### src/rtl/mem_copier_pkg.sv
// Shared types for the memmove-style block copier: FSM state encoding and copy direction.
package mem_copier_pkg;

  typedef enum logic [1:0] {
    IDLE  = 2'd0,
    READ  = 2'd1,
    WRITE = 2'd2,
    DONE  = 2'd3
  } state_t;

  localparam logic DIR_ASC  = 1'b0;
  localparam logic DIR_DESC = 1'b1;

endpackage

### src/rtl/mem_copier_addr_gen.sv
// Source/destination address registers and remaining-word counter for mem_copier.
// Loads start addresses (last word when descending) and steps both by +/-1 per copied word.
module mem_copier_addr_gen
  import mem_copier_pkg::*;
#(
  parameter int ADDRSIZE = 4
) (
  input  logic                clk,
  input  logic                rst,
  input  logic                load,
  input  logic                step,
  input  logic                dir,
  input  logic [ADDRSIZE-1:0] src_in,
  input  logic [ADDRSIZE-1:0] dst_in,
  input  logic [ADDRSIZE:0]   len_in,
  output logic [ADDRSIZE-1:0] src,
  output logic [ADDRSIZE-1:0] dst,
  output logic                last
);

  localparam int AW = ADDRSIZE + 1;

  logic                dir_q;
  logic [ADDRSIZE:0]   remaining;

  always_ff @(posedge clk) begin
    if (rst) begin
      src       <= '0;
      dst       <= '0;
      remaining <= '0;
      dir_q     <= DIR_ASC;
    end else if (load) begin
      dir_q     <= dir;
      remaining <= len_in;
      // Descending copies start from the last word of each region.
      if (dir == DIR_DESC) begin
        src <= ADDRSIZE'({1'b0, src_in} + len_in - AW'(1));
        dst <= ADDRSIZE'({1'b0, dst_in} + len_in - AW'(1));
      end else begin
        src <= src_in;
        dst <= dst_in;
      end
    end else if (step) begin
      remaining <= remaining - AW'(1);
      if (dir_q == DIR_DESC) begin
        src <= src - ADDRSIZE'(1);
        dst <= dst - ADDRSIZE'(1);
      end else begin
        src <= src + ADDRSIZE'(1);
        dst <= dst + ADDRSIZE'(1);
      end
    end
  end

  assign last = (remaining == AW'(1));

endmodule

### src/rtl/mem_copier.sv
// Block-copy initiator for mem_mod with memmove overlap semantics; one word per READ+WRITE pair.
// Optional fill mode (fill_mode/fill_data ports) is enabled by defining MEM_COPIER_FILL_EN.
module mem_copier
  import mem_copier_pkg::*;
#(
  parameter int DATA_WIDTH = 8,
  parameter int MAX_ADDR   = 16,
  parameter int ADDRSIZE   = $clog2(MAX_ADDR)
) (
  input  logic                  clk,
  input  logic                  rst,
  input  logic                  start,
  input  logic [ADDRSIZE-1:0]   src_addr,
  input  logic [ADDRSIZE-1:0]   dst_addr,
  input  logic [ADDRSIZE:0]     len,
`ifdef MEM_COPIER_FILL_EN
  input  logic                  fill_mode,
  input  logic [DATA_WIDTH-1:0] fill_data,
`endif
  output logic                  busy,
  output logic                  done,
  output logic                  err,
  output logic                  mem_rd_en,
  output logic                  mem_wr_en,
  output logic [ADDRSIZE-1:0]   mem_rd_addr,
  output logic [ADDRSIZE-1:0]   mem_wr_addr,
  output logic [DATA_WIDTH-1:0] mem_wr_data,
  input  logic [DATA_WIDTH-1:0] mem_rd_data
);

  localparam int AW = ADDRSIZE + 1;
  localparam logic [ADDRSIZE:0] MAX_A = AW'(MAX_ADDR);

  state_t state, state_nxt;

  logic                  err_q;
  logic                  fill_q;
  logic [DATA_WIDTH-1:0] fill_data_q;
  logic                  fill_in;
  logic [DATA_WIDTH-1:0] fill_data_in;
  logic [ADDRSIZE:0]     src_end;
  logic [ADDRSIZE:0]     dst_end;
  logic                  range_err;
  logic                  dir;
  logic                  load;
  logic                  step;
  logic                  last;
  logic [ADDRSIZE-1:0]   cur_src;
  logic [ADDRSIZE-1:0]   cur_dst;

`ifdef MEM_COPIER_FILL_EN
  assign fill_in      = fill_mode;
  assign fill_data_in = fill_data;
`else
  assign fill_in      = 1'b0;
  assign fill_data_in = '0;
`endif

  assign src_end   = {1'b0, src_addr} + len;
  assign dst_end   = {1'b0, dst_addr} + len;
  // Fill never touches the source region, so its range is not checked.
  assign range_err = (!fill_in && (src_end > MAX_A)) || (dst_end > MAX_A);
  assign dir       = (!fill_in && (dst_addr > src_addr) && ({1'b0, dst_addr} < src_end))
                     ? DIR_DESC : DIR_ASC;
  assign load      = (state == IDLE) && start;
  assign step      = (state == WRITE);

  mem_copier_addr_gen #(
    .ADDRSIZE (ADDRSIZE)
  ) u_addr_gen (
    .clk    (clk),
    .rst    (rst),
    .load   (load),
    .step   (step),
    .dir    (dir),
    .src_in (src_addr),
    .dst_in (dst_addr),
    .len_in (len),
    .src    (cur_src),
    .dst    (cur_dst),
    .last   (last)
  );

  always_ff @(posedge clk) begin
    if (rst) begin
      state <= IDLE;
    end else begin
      state <= state_nxt;
    end
  end

  always_ff @(posedge clk) begin
    if (rst) begin
      err_q       <= 1'b0;
      fill_q      <= 1'b0;
      fill_data_q <= '0;
    end else if (load) begin
      err_q       <= range_err;
      fill_q      <= fill_in;
      fill_data_q <= fill_data_in;
    end
  end

  always_comb begin
    state_nxt = state;
    unique case (state)
      IDLE: begin
        if (start) begin
          if (range_err || (len == '0)) state_nxt = DONE;
          else if (fill_in)             state_nxt = WRITE;
          else                          state_nxt = READ;
        end
      end
      READ:  state_nxt = WRITE;
      WRITE: begin
        if (last)        state_nxt = DONE;
        else if (fill_q) state_nxt = WRITE;
        else             state_nxt = READ;
      end
      DONE:  state_nxt = IDLE;
      default: state_nxt = IDLE;
    endcase
  end

  always_comb begin
    busy        = 1'b0;
    done        = 1'b0;
    err         = 1'b0;
    mem_rd_en   = 1'b0;
    mem_wr_en   = 1'b0;
    mem_rd_addr = '0;
    mem_wr_addr = '0;
    mem_wr_data = '0;
    unique case (state)
      READ: begin
        busy        = 1'b1;
        mem_rd_en   = 1'b1;
        mem_rd_addr = cur_src;
      end
      WRITE: begin
        busy        = 1'b1;
        mem_wr_en   = 1'b1;
        mem_wr_addr = cur_dst;
        mem_wr_data = fill_q ? fill_data_q : mem_rd_data;
      end
      DONE: begin
        done = 1'b1;
        err  = err_q;
      end
      default: ;
    endcase
  end

endmodule

### config.mk
export PLATFORM = sky130hd
export DESIGN_NAME = mem_copier
export DESIGN_NICKNAME = d
export VERILOG_FILES = /design/src/rtl/mem_copier_pkg.sv /design/src/rtl/mem_copier_addr_gen.sv /design/src/rtl/mem_copier.sv
export SDC_FILE = /design/constraint.sdc
export NUM_CORES = 1
export LEC_CHECK = 0
export ABC_CLOCK_PERIOD_IN_PS = 2900
export CELL_PAD_IN_SITES_DETAIL_PLACEMENT = 1
export CELL_PAD_IN_SITES_GLOBAL_PLACEMENT = 1
export CORE_ASPECT_RATIO = 1.5
export CORE_MARGIN = 4
export CORE_UTILIZATION = 34
export CTS_CLUSTER_SIZE = 10
export DETAILED_ROUTE_END_ITERATION = 7
export MAX_ROUTING_LAYER = met4
export PLACE_DENSITY = 0.79
export SYNTH_ARGS = -nofsm -noshare
export SYNTH_HDL_FRONTEND = slang
export SYNTH_HIERARCHICAL = 1
export SYNTH_SLANG_ARGS = --single-unit
### constraint.sdc
create_clock -name clk -period 2.9 [get_ports clk]
set_input_delay 0.58 -clock clk [delete_from_list [all_inputs] [get_ports clk]]
set_output_delay 0.58 -clock clk [all_outputs]
set_load 0.02 [all_outputs]
== Yosys cells after proc, flatten, opt, wreduce, memory -nomap -nowiden ==
Cells that the tools add are included.

* Add/sub/neg operators: 9
* Order comparisons: 4
* Eq/ne operators: 5
* Mux-type cells: 23
* Reduce and logical (&&, ||, !) cells: 8

{| class="wikitable"
|+ Operators by type and width
! cell !! number
|-
| 4-bit 2-to-1 mux || 10
|-
| 4-bit by 1-bit subtractor with 4-bit output (second input constant) || 4
|-
| 4-bit by 5-bit adder with 5-bit output || 2
|-
| 5-bit > comparator (second input constant) || 2
|-
| 5-bit 2-to-1 mux || 2
|-
| 4-bit by 1-bit adder with 4-bit output (second input constant) || 2
|-
| 8-bit 2-to-1 mux || 1
|-
| 2-bit case mux with 4 select lines || 1
|-
| 1-bit 2-to-1 mux || 6
|-
| 2-bit 2-to-1 mux || 3
|-
| 5-bit by 1-bit == test with 1-bit output (second input constant) || 1
|-
| 5-bit logical NOT || 1
|-
| 4-bit by 5-bit < comparator with 1-bit output || 1
|-
| 5-bit by 1-bit subtractor with 5-bit output (second input constant) || 1
|-
| 2-bit == test (second input constant) || 2
|-
| 4-bit > comparator || 1
|-
| 2-bit by 1-bit == test with 1-bit output (second input constant) || 1
|-
| 1-bit logical AND || 2
|-
| 2-bit logical NOT || 1
|-
| 1-bit logical OR || 2
|-
| 2-bit inequality test (second input constant) || 1
|-
| 2-bit nonzero test || 1
|-
| 2-bit OR reduction || 1
|}

* Register bits: 17
* Input bits: 24
* Output and inout bits: 21
* Word-level logic and storage cells: 55

== Depth between registers and ports, before layout ==
* Word-level depth: 7
* Gate-level depth with buffers: 14
* Gate-level depth less buffers: 13

== By module ==
The synthesis kept the hierarchy.

{| class="wikitable"
|+ Modules (own cells, without submodules)
! module !! instances !! cells an instance !! area an instance (um^2) !! sequential area each (um^2)
|-
| mem_copier_addr_gen || 1 || 140 || 1197.4 || 280.3
|-
| mem_copier || 1 || 103 || 837.1 || 60.1
|}

== Worst setup path after synthesis ==
No wires, ideal clock.

* Path kind: input to register
* From: input src_addr[0]
* To: register u_addr_gen.dst[3]
* Library setup time: 0.103 ns
* Data arrival time: 2.930 ns
* Required time: 2.797 ns
* Path slack: -0.134 ns
* Stages on the path: 13
* Buffers on the path: 1
* Path through: ha_1 > inv_1 > fa_1 > ha_1 > a21o_1 > a21o_1 > a21oi_1 > o221a_2 > buf_2 > inv_1 > nor2_2 > xnor2_1 > a2111oi_2

* Word-level cells in the longest chain between the ends: 6
* Elaborated cells between the ends (all ways): 7
* Classes of those cells: add/sub: 1; order compare: 2; mux: 3; reduce/logical: 1

{| class="wikitable"
|+ RTL lines
! element !! line !! source
|-
| start, declared || mem_copier.sv:13 || <nowiki>input logic [ADDRSIZE-1:0] src_addr,</nowiki>
|-
| 4-bit by 5-bit adder with 5-bit output || -- ||
|-
| 4-bit by 5-bit < comparator with 1-bit output || mem_copier.sv:63 || <nowiki>assign dir = (!fill_in && (dst_addr > src_addr) && ({1'b0, dst_addr} < src_end))</nowiki>
|-
| 1-bit logical AND * || mem_copier.sv:63 ||
|-
| 1-bit 2-to-1 mux * || mem_copier.sv:64 || <nowiki>? DIR_DESC : DIR_ASC;</nowiki>
|-
| named net dir || mem_copier.sv:44 || <nowiki>logic dir;</nowiki>
|-
| 4-bit 2-to-1 mux * || mem_copier_addr_gen.sv:36 || <nowiki>if (dir == DIR_DESC) begin</nowiki>
|-
| 4-bit 2-to-1 mux * || mem_copier_addr_gen.sv:32 || <nowiki>end else if (load) begin</nowiki>
|-
| end signal, assigned || mem_copier_addr_gen.sv:38 || <nowiki>dst <= ADDRSIZE'({1'b0, dst_in} + len_in - AW'(1));</nowiki>
|-
| end signal, assigned || mem_copier_addr_gen.sv:41 || <nowiki>dst <= dst_in;</nowiki>
|-
| end signal, assigned || mem_copier_addr_gen.sv:47 || <nowiki>dst <= dst - ADDRSIZE'(1);</nowiki>
|-
| end, declared || mem_copier_addr_gen.sv:17 || <nowiki>output logic [ADDRSIZE-1:0] dst,</nowiki>
|}

Mark *: on every way through the listed nets, which the timed path passes. The rest lies on a longest branch.
A chain may end at the register's enable or synchronous reset.

== Worst setup path after layout ==
* From: input src_addr[0]
* To: register u_addr_gen.src[3]

* Word-level cells in the longest chain between the ends: 6
* Elaborated cells between the ends (all ways): 8
* Classes of those cells: add/sub: 2; order compare: 2; mux: 3; reduce/logical: 1

{| class="wikitable"
|+ RTL lines
! element !! line !! source
|-
| 4-bit by 5-bit adder with 5-bit output || mem_copier_addr_gen.sv:37 || <nowiki>src <= ADDRSIZE'({1'b0, src_in} + len_in - AW'(1));</nowiki>
|-
| 4-bit by 5-bit < comparator with 1-bit output || mem_copier.sv:63 ||
|-
| 1-bit logical AND * || mem_copier.sv:63 ||
|-
| 1-bit 2-to-1 mux * || mem_copier.sv:64 ||
|-
| named net dir || mem_copier.sv:44 ||
|-
| 4-bit 2-to-1 mux * || mem_copier_addr_gen.sv:36 ||
|-
| 4-bit 2-to-1 mux * || mem_copier_addr_gen.sv:32 ||
|-
| end signal, assigned || mem_copier_addr_gen.sv:37 ||
|-
| end signal, assigned || mem_copier_addr_gen.sv:40 || <nowiki>src <= src_in;</nowiki>
|-
| end signal, assigned || mem_copier_addr_gen.sv:46 || <nowiki>src <= src - ADDRSIZE'(1);</nowiki>
|-
| end, declared || mem_copier_addr_gen.sv:16 || <nowiki>output logic [ADDRSIZE-1:0] src,</nowiki>
|}

Marked as above.

==> flow_summary.toml <==
[routing]
wl_per_cell_um = 15.4
viasPerCell = 5.04
totalWireLength_um = 5980
drc = 0
drt_iter0_markers = 45
dr_total_vias = 1951
drt.antenna.violating_nets = 0
firstDrtPassIters = 4

[logic_synthesis]
muxShareOfSynthArea_pct = 3.44
synth_edf_count = 0
synth_area_per_cell_um2 = 8.37
synth-simple-area-share_pct = 20.0
synth_cells = 243
synth_top_family_by_area = "adder cells"
ys_types = 40
seq_area_frac_synth_pct = 16.7
synth_xor_area_share_pct = 9.90
yosysWarnings = 6
synth_compound_area_share_pct = 14.8
synth-adder-area-share_pct = 26.8
synth_seq_cells = 17
ys_async_sr_fraction_pct = 0
synth_ff_type = "dfxtp_1"
syn-num-nets = 307
synthesis.area_mm2 = 0.00203

[floorplanning]
io_pins = 45
coreArea_mm2 = 0.00583
dieArea_mm2 = 0.00731
fp.dieW_um = 71.2
die_h_um = 103
start_util_pct = 34.9
rows = 34

[clocking]
cts.clk_slew.worst_paths_ps = 70
cts_max_level = 1
clkLatencyLatePin_ps = 260
hold_buffers = 0
cts_tree = "done"
cts_max_path_buffers = 2
cts_buffers = 3
root_buffer = "clkbuf_8"
clock_sinks = 17

[cells_and_area]
stdcell_count = 387
final_cell_area_mm2 = 0.00288
layout.nets = 380
area_growth_pct = 41.5
finish.utilization_pct = 49.4
nFillCells = 726
seqCellArea_um2 = 340
num_antenna_cells = 0
multiInputGateArea_mm2 = 0.00160
drive_gt1_share_pct = 18.7

[place]
gp_congestion = 0.860
hpwl_um = 5010
portBuffers = 44
detailed_place.area_mm2 = 0.00276
dp.cells = 379

[timing]
clock-skew-final_ps = 7.61
period_share_pct = 97.4
final.setup.tns_ps = 0
finalSetupViolCount = 0
tightest_slew_ps = 568
maxSlewHeadroom_pct = 62.1
final-hold-violation-count = 0
fmax_ghz = 0.354
final.min_clock_period_ps = 2820
slew_violations = 0

[critical_path]
crit_type = "primary input to flip-flop"
end_kind = "flip-flop"
critPathRequiredTime_ps = 3080
critPathLaunchType = "primary input"
critPathArrivalTime_ps = 3000
crit_fanout = 4
r2r_cells = 7

[pwr]
power_density_mw_per_mm2 = 685
power_w = 0.00197
power.leakage_nw = 1.35
ir_worst_vdd_uv = 277

[grt]
grt_pass1_vias = 2115
grt_first_pass_wirelength_um = 9990
grtUsageTotal_pct = 17.6
antenna_found_initial = 0
grt_max_degree = 22
grt_remaining_overflow = 0

[run_status]
status = "completed"

[job]
max_cap_viol_count = 0

[worst_hold_path]
hold_class = "flip-flop to flip-flop"
holdPathStages = 2
==> logic make-up after synthesis <==
family                   count (synthesis)
AO/OA/AOI/OAI                           42
XOR/XNOR                                19
adder cells (fa/ha/maj)                 40
buffers and inverters                   44
flip-flops                              17
multiplexers                             7
AND/OR/NAND/NOR                         74
==> synthesized netlist by cell type, types with 2 or more instances <==
master	instances	area, um^2
ha_1	34	425
xnor2_1	9	78.8
o21a_1	2	15.0
nor4b_1	3	26.3
nand3_1	3	15.0
dfxtp_1	17	340
xnor3_1	2	45.0
nor2_1	20	75.1
mux2i_1	7	70.1
o21ai_0	4	20.0
clkbuf_1	4	15.0
fa_1	6	120
nand2b_1	4	25.0
inv_1	37	139
and2_1	18	113
nor3_1	4	20.0
nor2b_1	5	31.3
a2111oi_2	2	30.0
nand2_1	6	22.5
and3b_1	2	17.5
a21o_1	4	30.0
buf_2	3	15.0
xor2_1	7	61.3
a21oi_1	13	65.1
a211oi_1	12	90.1
==> per-stage QoR <==
| step | setup WS [ps] | hold WS, ps |
|---|---|---|
| after floorplan | 50.8 | 469 |
| after detailed placement | -684 | 507 |
| after CTS | 3.56 | 518 |
| after global routing | -38.9 | 540 |
| final | 76.1 | 512 |
| after global placement | -547 | 490 |
==> registers in the layout, summed over array words and instances (netlist names) <==
signal                flops
state                     2
u_addr_gen/remaining      5
u_addr_gen/dst            4
err_q                     1
u_addr_gen/dir_q          1
u_addr_gen/src            4
==> routing by layer <==
metal	global-route usage (%)	wire [um]	share of wire [%]
met3	1.17	224	3.7
met2	33.6	3320	56
met4	7.38	139	2.3
met5	-	0	0
met1	18.3	2290	38
==> cell type report <==
type                    instances  share of cell area [%]
multi-input cells             182                    55.5
clock inverters                 1                   0.174
well taps                      72                    3.13
inverters                      37                    4.91
flip-flops and latches         17                    11.8
repair buffers                 75                    23.0
clock buffers                   3                    1.43
==> worst max-delay path: stages <==
cell	delay, ps
buf_2	120
ha_4	140
inv_2	40
fa_2	570
ha_1	230
a21o_1	160
a21o_1	190
a21oi_2	180
o221a_4	220
inv_4	50
nor3_2	120
and3b_1	200
a211oi_2	190
==> power by group <==
part	internal (W)	switching (W)
combinational	0.000646	0.000702
sequential	0.000339	0.000104
clock	0.0000954	0.0000860
==> worst paths after layout <==
| kind | from | slack [ps] | endpoint |
|---|---|---|---|
| worst max-delay path | src_addr[0] | 80 | u_addr_gen/src[3]$_SDFFE_PP0P_ |
| worst min-delay path | err_q$_SDFFE_PP0P_ | 510 | err_q$_SDFFE_PP0P_ |
| worst max register to register | state[0]$_SDFFE_PP0P_ | 920 | u_addr_gen/remaining[3]$_SDFFE_PP0P_ |
| worst min register to register | err_q$_SDFFE_PP0P_ | 510 | err_q$_SDFFE_PP0P_ |
==> cells in the final DEF, fill, tap and decap left out, drive strengths merged, types with 2 or more instances in the layout <==
master	instances
a2111oi	3
a211oi	12
a21o	4
a21oi	14
and2	18
and3b	2
buf	33
clkbuf	4
clkdlybuf4s50	38
dfxtp	17
dlymetal6s2s	2
fa	6
ha	34
inv	37
mux2i	7
nand2	6
nand2b	4
nand3	3
nor2	21
nor2b	5
nor3	4
nor4b	3
o21a	2
o21ai	5
xnor2	9
xnor3	2
xor2	8
==> timing repair <==
| item | CTS | global route |
|---|---|---|
| setup endpoints to repair | 9 | 8 |
| pin swaps | 3 | 10 |
| setup buffers | 2 | 2 |
| gates resized for setup | 13 | 12 |
| cloned | 0 | 0 |
No activity file was read; power rests on OpenSTA's default activity.
